File: config.mk
export PLATFORM = sky130hd
export DESIGN_NAME = image_collector
export DESIGN_NICKNAME = d
export VERILOG_FILES = /design/src/rtl/image_collector.sv
export SDC_FILE = /design/constraint.sdc
export NUM_CORES = 1
export LEC_CHECK = 0
export ABC_CLOCK_PERIOD_IN_PS = 1850
export CORE_MARGIN = 4
export CORE_UTILIZATION = 44
export CTS_BUF_LIST = sky130_fd_sc_hd__clkbuf_8 sky130_fd_sc_hd__clkbuf_16
export CTS_CLUSTER_DIAMETER = 60
export CTS_CLUSTER_SIZE = 14
export DETAILED_ROUTE_END_ITERATION = 12
export PLACE_DENSITY = 0.77
export SETUP_SLACK_MARGIN = 0.05
export SYNTH_ARGS = -nofsm -noshare
export SYNTH_HDL_FRONTEND = slang
export SYNTH_SLANG_ARGS = --single-unit
File: constraint.sdc
create_clock -name clk -period 1.85 [get_ports clk]
set_input_delay 0.37 -clock clk [delete_from_list [all_inputs] [get_ports clk]]
set_output_delay 0.37 -clock clk [all_outputs]
set_load 0.05 [all_outputs]
File: src/rtl/image_collector.sv
// Image collector: gathers N x N raster-ordered pixels into a frame buffer,
// optionally clamping negative pixels to zero, and holds the complete frame
// for the downstream pooling stage until the consumer takes it.
module image_collector #(
    parameter int N = 4,
    parameter int W = 16
) (
    input  logic                clk,
    input  logic                rst_n,
    input  logic                in_valid,
    input  logic signed [W-1:0] in_data,
    input  logic                in_sof,
    output logic                in_ready,
    input  logic                relu_en,
    output logic signed [W-1:0] image [0:N*N-1],
    output logic                out_valid,
    input  logic                out_ready,
    output logic [7:0]          frame_cnt
);

    localparam int NPIX = N * N;
    localparam int IW   = $clog2(NPIX) + 1;

    typedef enum logic [0:0] {
        FILL = 1'b0,
        FULL = 1'b1
    } state_t;

    state_t                state_r;
    state_t                state_next_s;
    logic [IW-1:0]         idx_r;
    logic [IW-1:0]         idx_next_s;
    logic [IW-1:0]         wr_idx_s;
    logic signed [W-1:0]   pix_s;
    logic                  accept_s;
    logic                  release_s;
    logic                  last_s;
    logic [7:0]            frame_cnt_r;

    // Handshake decodes straight from the state register; FILL and FULL are exclusive
    assign in_ready  = (state_r == FILL);
    assign out_valid = (state_r == FULL);
    assign frame_cnt = frame_cnt_r;
    assign accept_s  = in_valid && (state_r == FILL);
    assign release_s = out_ready && (state_r == FULL);
    assign last_s    = (wr_idx_s == IW'(NPIX - 1));

    // Pixel conditioning (ReLU clamp) and write address (sof restarts at index 0)
    always_comb begin
        pix_s    = in_data;
        wr_idx_s = idx_r;
        if (relu_en && in_data[W-1]) begin
            pix_s = {W{1'b0}};
        end else begin
            pix_s = in_data;
        end
        if (in_sof) begin
            wr_idx_s = {IW{1'b0}};
        end else begin
            wr_idx_s = idx_r;
        end
    end

    // Next-state and index logic for the FILL/FULL controller
    always_comb begin
        state_next_s = state_r;
        idx_next_s   = idx_r;
        case (state_r)
            FILL: begin
                if (accept_s) begin
                    idx_next_s = wr_idx_s + IW'(1);
                    if (last_s) begin
                        state_next_s = FULL;
                    end else begin
                        state_next_s = FILL;
                    end
                end else begin
                    idx_next_s   = idx_r;
                    state_next_s = FILL;
                end
            end
            FULL: begin
                if (release_s) begin
                    state_next_s = FILL;
                    idx_next_s   = {IW{1'b0}};
                end else begin
                    state_next_s = FULL;
                    idx_next_s   = idx_r;
                end
            end
            default: begin
                state_next_s = FILL;
                idx_next_s   = {IW{1'b0}};
            end
        endcase
    end

    // Controller state, fill index and released-frame counter
    always_ff @(posedge clk or negedge rst_n) begin
        if (!rst_n) begin
            state_r     <= FILL;
            idx_r       <= {IW{1'b0}};
            frame_cnt_r <= 8'd0;
        end else begin
            state_r <= state_next_s;
            idx_r   <= idx_next_s;
            if (release_s) begin
                frame_cnt_r <= frame_cnt_r + 8'd1;
            end
        end
    end

    // Frame buffer: only the addressed entry changes, and only on an accepted pixel
    always_ff @(posedge clk or negedge rst_n) begin
        if (!rst_n) begin
            for (int i = 0; i < NPIX; i++) begin
                image[i] <= {W{1'b0}};
            end
        end else begin
            for (int i = 0; i < NPIX; i++) begin
                if (accept_s && (wr_idx_s == IW'(i))) begin
                    image[i] <= pix_s;
                end
            end
        end
    end

endmodule

---- Yosys cells after proc, flatten, opt, wreduce, memory -nomap -nowiden ----
Index checks and enable logic that the tools add are counted.
W data, S select, Z words.
operators by class
  add/subtract/negate cells ............... 2
  multiply operators ...................... 0
  divide/modulo/power cells ............... 0
  magnitude comparators ................... 0
  eq/ne operators ......................... 17
  shift operators ......................... 0
  multiplexer cells ....................... 9
  bitwise operators ....................... 1
  reductions and logical operators ........ 21
operator list
  kind                   count
  $eq A5 B4 Y1 const B   8
  $eq A5 B3 Y1 const B   4
  $logic_and A1 B1 Y1    19
  $mux W16               1
  $mux W5                3
  $eq A5 B2 Y1 const B   2
  $pmux W5 S2            1
  $add A8 B1 Y8 const B  1
  $add A5 B1 Y5 const B  1
  $eq A5 B1 Y1 const B   1
  $logic_not A5 Y1       1
  $ne A2 B1 Y1 const B   2
  $mux W1                3
  $pmux W1 S2            1
  $reduce_and A2 Y1      1
  $not A1 Y1             1
word-level totals
  register bits ........................... 270
  latch bits .............................. 0
  memory bits (writable) .................. 0
  memory bits (read-only) ................. 0
  bits of input ports ..................... 22
  logic and storage cells ................. 69
  memories ................................ 0

---- Longest topological paths before layout ----
  depth in word-level cells ............... 5
  depth in mapped cells ................... 7
  mapped depth without buffers ............ 6

---- Least setup slack after synthesis ----
Ideal clock, no wire load.
  path kind ............................... flip-flop to flip-flop
  start point ............................. reg state_r, in the netlist out_valid
  end point ............................... reg image[196] (netlist bit)
  data arrival time ....................... 1.927 ns
  slack ................................... -0.205 ns
  cell stages (with the launch flop) ...... 6
  path buffers ............................ 2
  period minus slack after synthesis ...... 2.055 ns
  path through ............................ dfrtp_1 -> nor4b_2 -> buf_6 -> nand4_4 -> buf_2 -> mux2_1
between the ends
  word-level cells in the longest chain between the ends .. 3
ends and longest elaborated chain
  element                         line  text
  start: declaration              29    state_t state_r;
  start signal: assignment        105   state_r <= state_next_s;
  $not A1 Y1                      -
  $logic_and A1 B1 Y1             44    assign accept_s = in_valid && (state_r == FILL);
  $logic_and A1 B1 Y1             121   if (accept_s && (wr_idx_s == IW'(i))) begin
  end signal: indexed assignment  117   image[i] <= {W{1'b0}};
  end signal: indexed assignment  122   image[i] <= pix_s;
  end: declaration                15    output logic signed [W-1:0] image [0:N*N-1],
No other way between the ends.
A chain may end at the register's enable or synchronous reset.

---- Worst setup path after layout ----
  start point ............................. reg idx_r[2]
  end point ............................... reg image[250] (netlist bit)
between the ends
  word-level cells in the longest chain between the ends .. 3
ends and longest elaborated chain
  element                   line  text
  start: declaration        31    logic [IW-1:0] idx_r;
  start signal: assignment  102   idx_r <= {IW{1'b0}};
  start signal: assignment  106   idx_r <= idx_next_s;
  $mux W5                   57    if (in_sof) begin
  $logic_not A5 Y1          121
  $logic_and A1 B1 Y1       121
No other way between the ends.

==> summary.txt <==
Finish
  – Fillers: about 1800
  – Post-route insts no fill: roughly 1300
  – Register area: 6760 um2
  – Final Net Count: approximately 1000
  – Area growth syn-to-layout: 39.49%
  – Share of cells above drive strength 1: slightly above 60%
  – Area occupied by multi-input gates: ~3600 um2
  – # diodes: 0
  – Fin util: 62.74%

STA
  – Sum Neg Setup Slack: 0 ps
  – Relative slew slack: between 60% and 70%
  – WHS: 402.2 ps
  – RSZ-0062 raised after global routing: true
  – Final setup violation count: 0
  – Fin crit share: between 90% and 100%
  – Min Clock Period, post-route: about 1800 ps
  – FMAX: about 0.56 GHz
  – Fin. max-slew vios: 0
  – Setup Skew: ~12 ps
  – Worst-Margin Slew: around 580 ps
  – Final Hold Vio Count: 0

Global route
  – Largest net degree at the start of global routing: 70
  – Vias in the first global route: approximately 7400
  – Remaining Overflow, GRT: 0
  – All-layer global routing usage: about a fifth
  – First-pass GRT wire length: between 40000 and 50000 um
  – Antenna violations before repair: 0

Place
  – Final RePlAce weighted congestion: ~0.81
  – PortBufs: roughly 290
  – HPWL Detailed: about 20000 um
  – Placed insts: 1298

Logic synthesis
  – Post-synth EDFFs: 0
  – Synth cell count leaders: dfrtp_1, mux2_2, mux2_1
  – Most frequent cell after synthesis: dfrtp_1
  – Post-synth ARST share: 100.0%
  – Synth Register Bits: 270
  – Synthesized Nets: slightly below 700
  – Post-Synthesis Cells: around 670
  – Top_reg_cell synth: dfrtp_1
  – Synth top area share: between 60 and 70%
  – Post-synthesis cell type count: 38
  – Sequential-to-total area share from yosys stat: between 60% and 70%
  – Cell Area, Synth: roughly 11000 um2
  – Top cells by area, synth: dfrtp_1, mux2_2, mux2_1, and2_0, buf_2
  – Synth Area per Inst: 15.90 um2
  – Yosys warning count: 0
  – Post-synth top area cell: dfrtp_1

Pwr
  – Seq pwr share: 37.2%
  – PwrDens: 1465 nW/um2
  – Maximum VDD drop: roughly 1.4 mV
  – Internal power: 12.58 mW
  – Final Power: 21.63 mW
  – Logic pwr share: around 42%
  – Leakage power: approximately 7.8 nW
  – Psw: between 9 and 10 mW
  – Switch share: a little over two fifths
  – Clock power share: between 20% and 30%

Die
  – Die area: 26610 um2
  – Ports: between 200 and 300
  – Chip height: between 150 and 200 um
  – Core area: between 20000 and 25000 um2
  – Number of core rows: 56
  – Die X: roughly 160 um
  – Initial Util: around 45%

Route
  – Uppermost routed layer: met4
  – Routed WL per cell: just over 20 um
  – Met1 Wirelength: approximately 12000 um
  – Vias per cell: between 5 and 6
  – Remaining DRCs: 0
  – Vias: 6784
  – Starting DRT DRC Count: 284
  – WL met2: 13610 um
  – Routed Antenna Nets: 0
  – Met3 wire len: 1841 um
  – Detailed Routing Iterations Pass 1: 4
  – Routed wire length: 27590 um

CTS
  – Worst-Skew Late Latency: ~510 ps
  – CTS max path bufs: 3
  – Num Clock Sinks: 270
  – CTS buffer count: 24
  – Root buffer cell: clkbuf_16
  – Clock-pin slew on the worst setup and hold paths: around 70 ps
  – # H-tree levels: 1
  – CTS tree: built

Setup path
  – Crit path launch type: flip-flop
  – Cell chain of the critical path: buf_4, o21bai_2, o211a_1, buf_12, mux2_2
  – Largest stage delay, worst path: around 460 ps
  – Crit path DAT: ~2200 ps
  – CP endpoint kind: flip-flop
  – Crit-path max FO: 16
  – Critical path's slowest cell: dfrtp_2
  – Critical path class: reg2reg
  – Critical path data required time: roughly 2200 ps

Job
  – Maxcap violations: 0

Hold path
  – Min-Delay Path Class: in2async

Outcome
  – Status: finished clean
layout by cell type (no fill, tap or decap), drive strengths merged, types with 4 or more instances in the layout:
| master | count |
|---|---|
| clkdlybuf4s50 | 20 |
| nor3 | 5 |
| dlygate4sd2 | 11 |
| o21ai | 9 |
| inv | 8 |
| clkdlybuf4s15 | 6 |
| xor2 | 4 |
| nand2 | 9 |
| mux2 | 257 |
| and2 | 15 |
| buf | 323 |
| dfrtp | 270 |
| nand3 | 12 |
| clkbuf | 26 |
| nor2b | 6 |
timing repair:
| item | 4_1_cts | 5_1_grt |
|---|---|---|
| setup buffers | 0 | 3 |
| gates cloned | 0 | 1 |
| hold buffers | 1 | 0 |
| gates resized for setup | 20 | 11 |
| hold endpoints to repair | 57 | 0 |
| endpoints found under the setup margin | 97 | 44 |
through the flow:
step / setup WS (ps) / cell area (um2)
2_1_floorplan: 22.71 / 10660
3_3_place_gp: -355.5 / 14030
3_5_place_dp: -382.4 / 14030
4_1_cts: 54.96 / 14680
5_1_grt: 25.77 / 14770
6_report: 72.01 / 14770
worst max-delay path: cells and delay by family (launching register included):
| kind | cells | cell delay, ps |
|---|---|---|
| AOI/OAI and AO/OA | 2 | 510 |
| DFF | 1 | 460 |
| buffers and inverters | 2 | 330 |
| muxes | 1 | 350 |
power groups by stage:
stage / clock network [mW] / registers (mW) / logic, mW
after floorplan: 0 / 12.6 / 1.46
final: 4.48 / 8.05 / 9.10
after global routing: 4.83 / 8.20 / 9.47
after CTS: 4.59 / 8.07 / 9.09
after detailed placement: 0 / 8.15 / 9.17
after global placement: 0 / 8.13 / 9.04
layer usage:
layer | GRT usage [%] | vias up
li1 | - | 3027
met1 | 27.22 | 3511
met2 | 35.00 | 206
met3 | 5.072 | 40
met4 | 4.461 | 0
met5 | 0 | -
cell type report:
type | count | share of cell area, %
Inverter | 5 | 0.1271
Sequential cell | 270 | 45.77
Multi-Input combinational cell | 347 | 24.68
Clock buffer | 25 | 4.235
Clock inverter | 4 | 0.2287
Timing Repair Buffer | 362 | 22.25
Tap cell | 319 | 2.702
sequential cells by signal, indices dropped and copies added, names as in the netlist:
| register | flops |
|---|---|
| image | 256 |
| idx_r | 5 |
| out_valid | 1 |
| frame_cnt | 8 |
final timing paths:
path / depth (start not counted) / start / slack, ps / to
max: 5 / idx_r[2] / 70 / image[250]
min: 2 / rst_n / 400 / frame_cnt[7]
max reg2reg: 5 / idx_r[2] / 70 / image[250]
min reg2reg: 1 / frame_cnt[7] / 470 / frame_cnt[7]
max in group asynchronous: 3 / rst_n / 770 / image[145]
min in group clk: 1 / frame_cnt[7] / 470 / frame_cnt[7]
cell families after synthesis:
family / share of synthesized area [%]
AND/OR/NAND/NOR: 4.384
multiplexers: 27.43
buffers and inverters: 2.340
XOR/XNOR: 0.5790
adder cells (fa/ha/maj): 0.2363
flip-flops: 63.81
AO/OA/AOI/OAI: 1.229
Power figures use the tool's default switching activity.
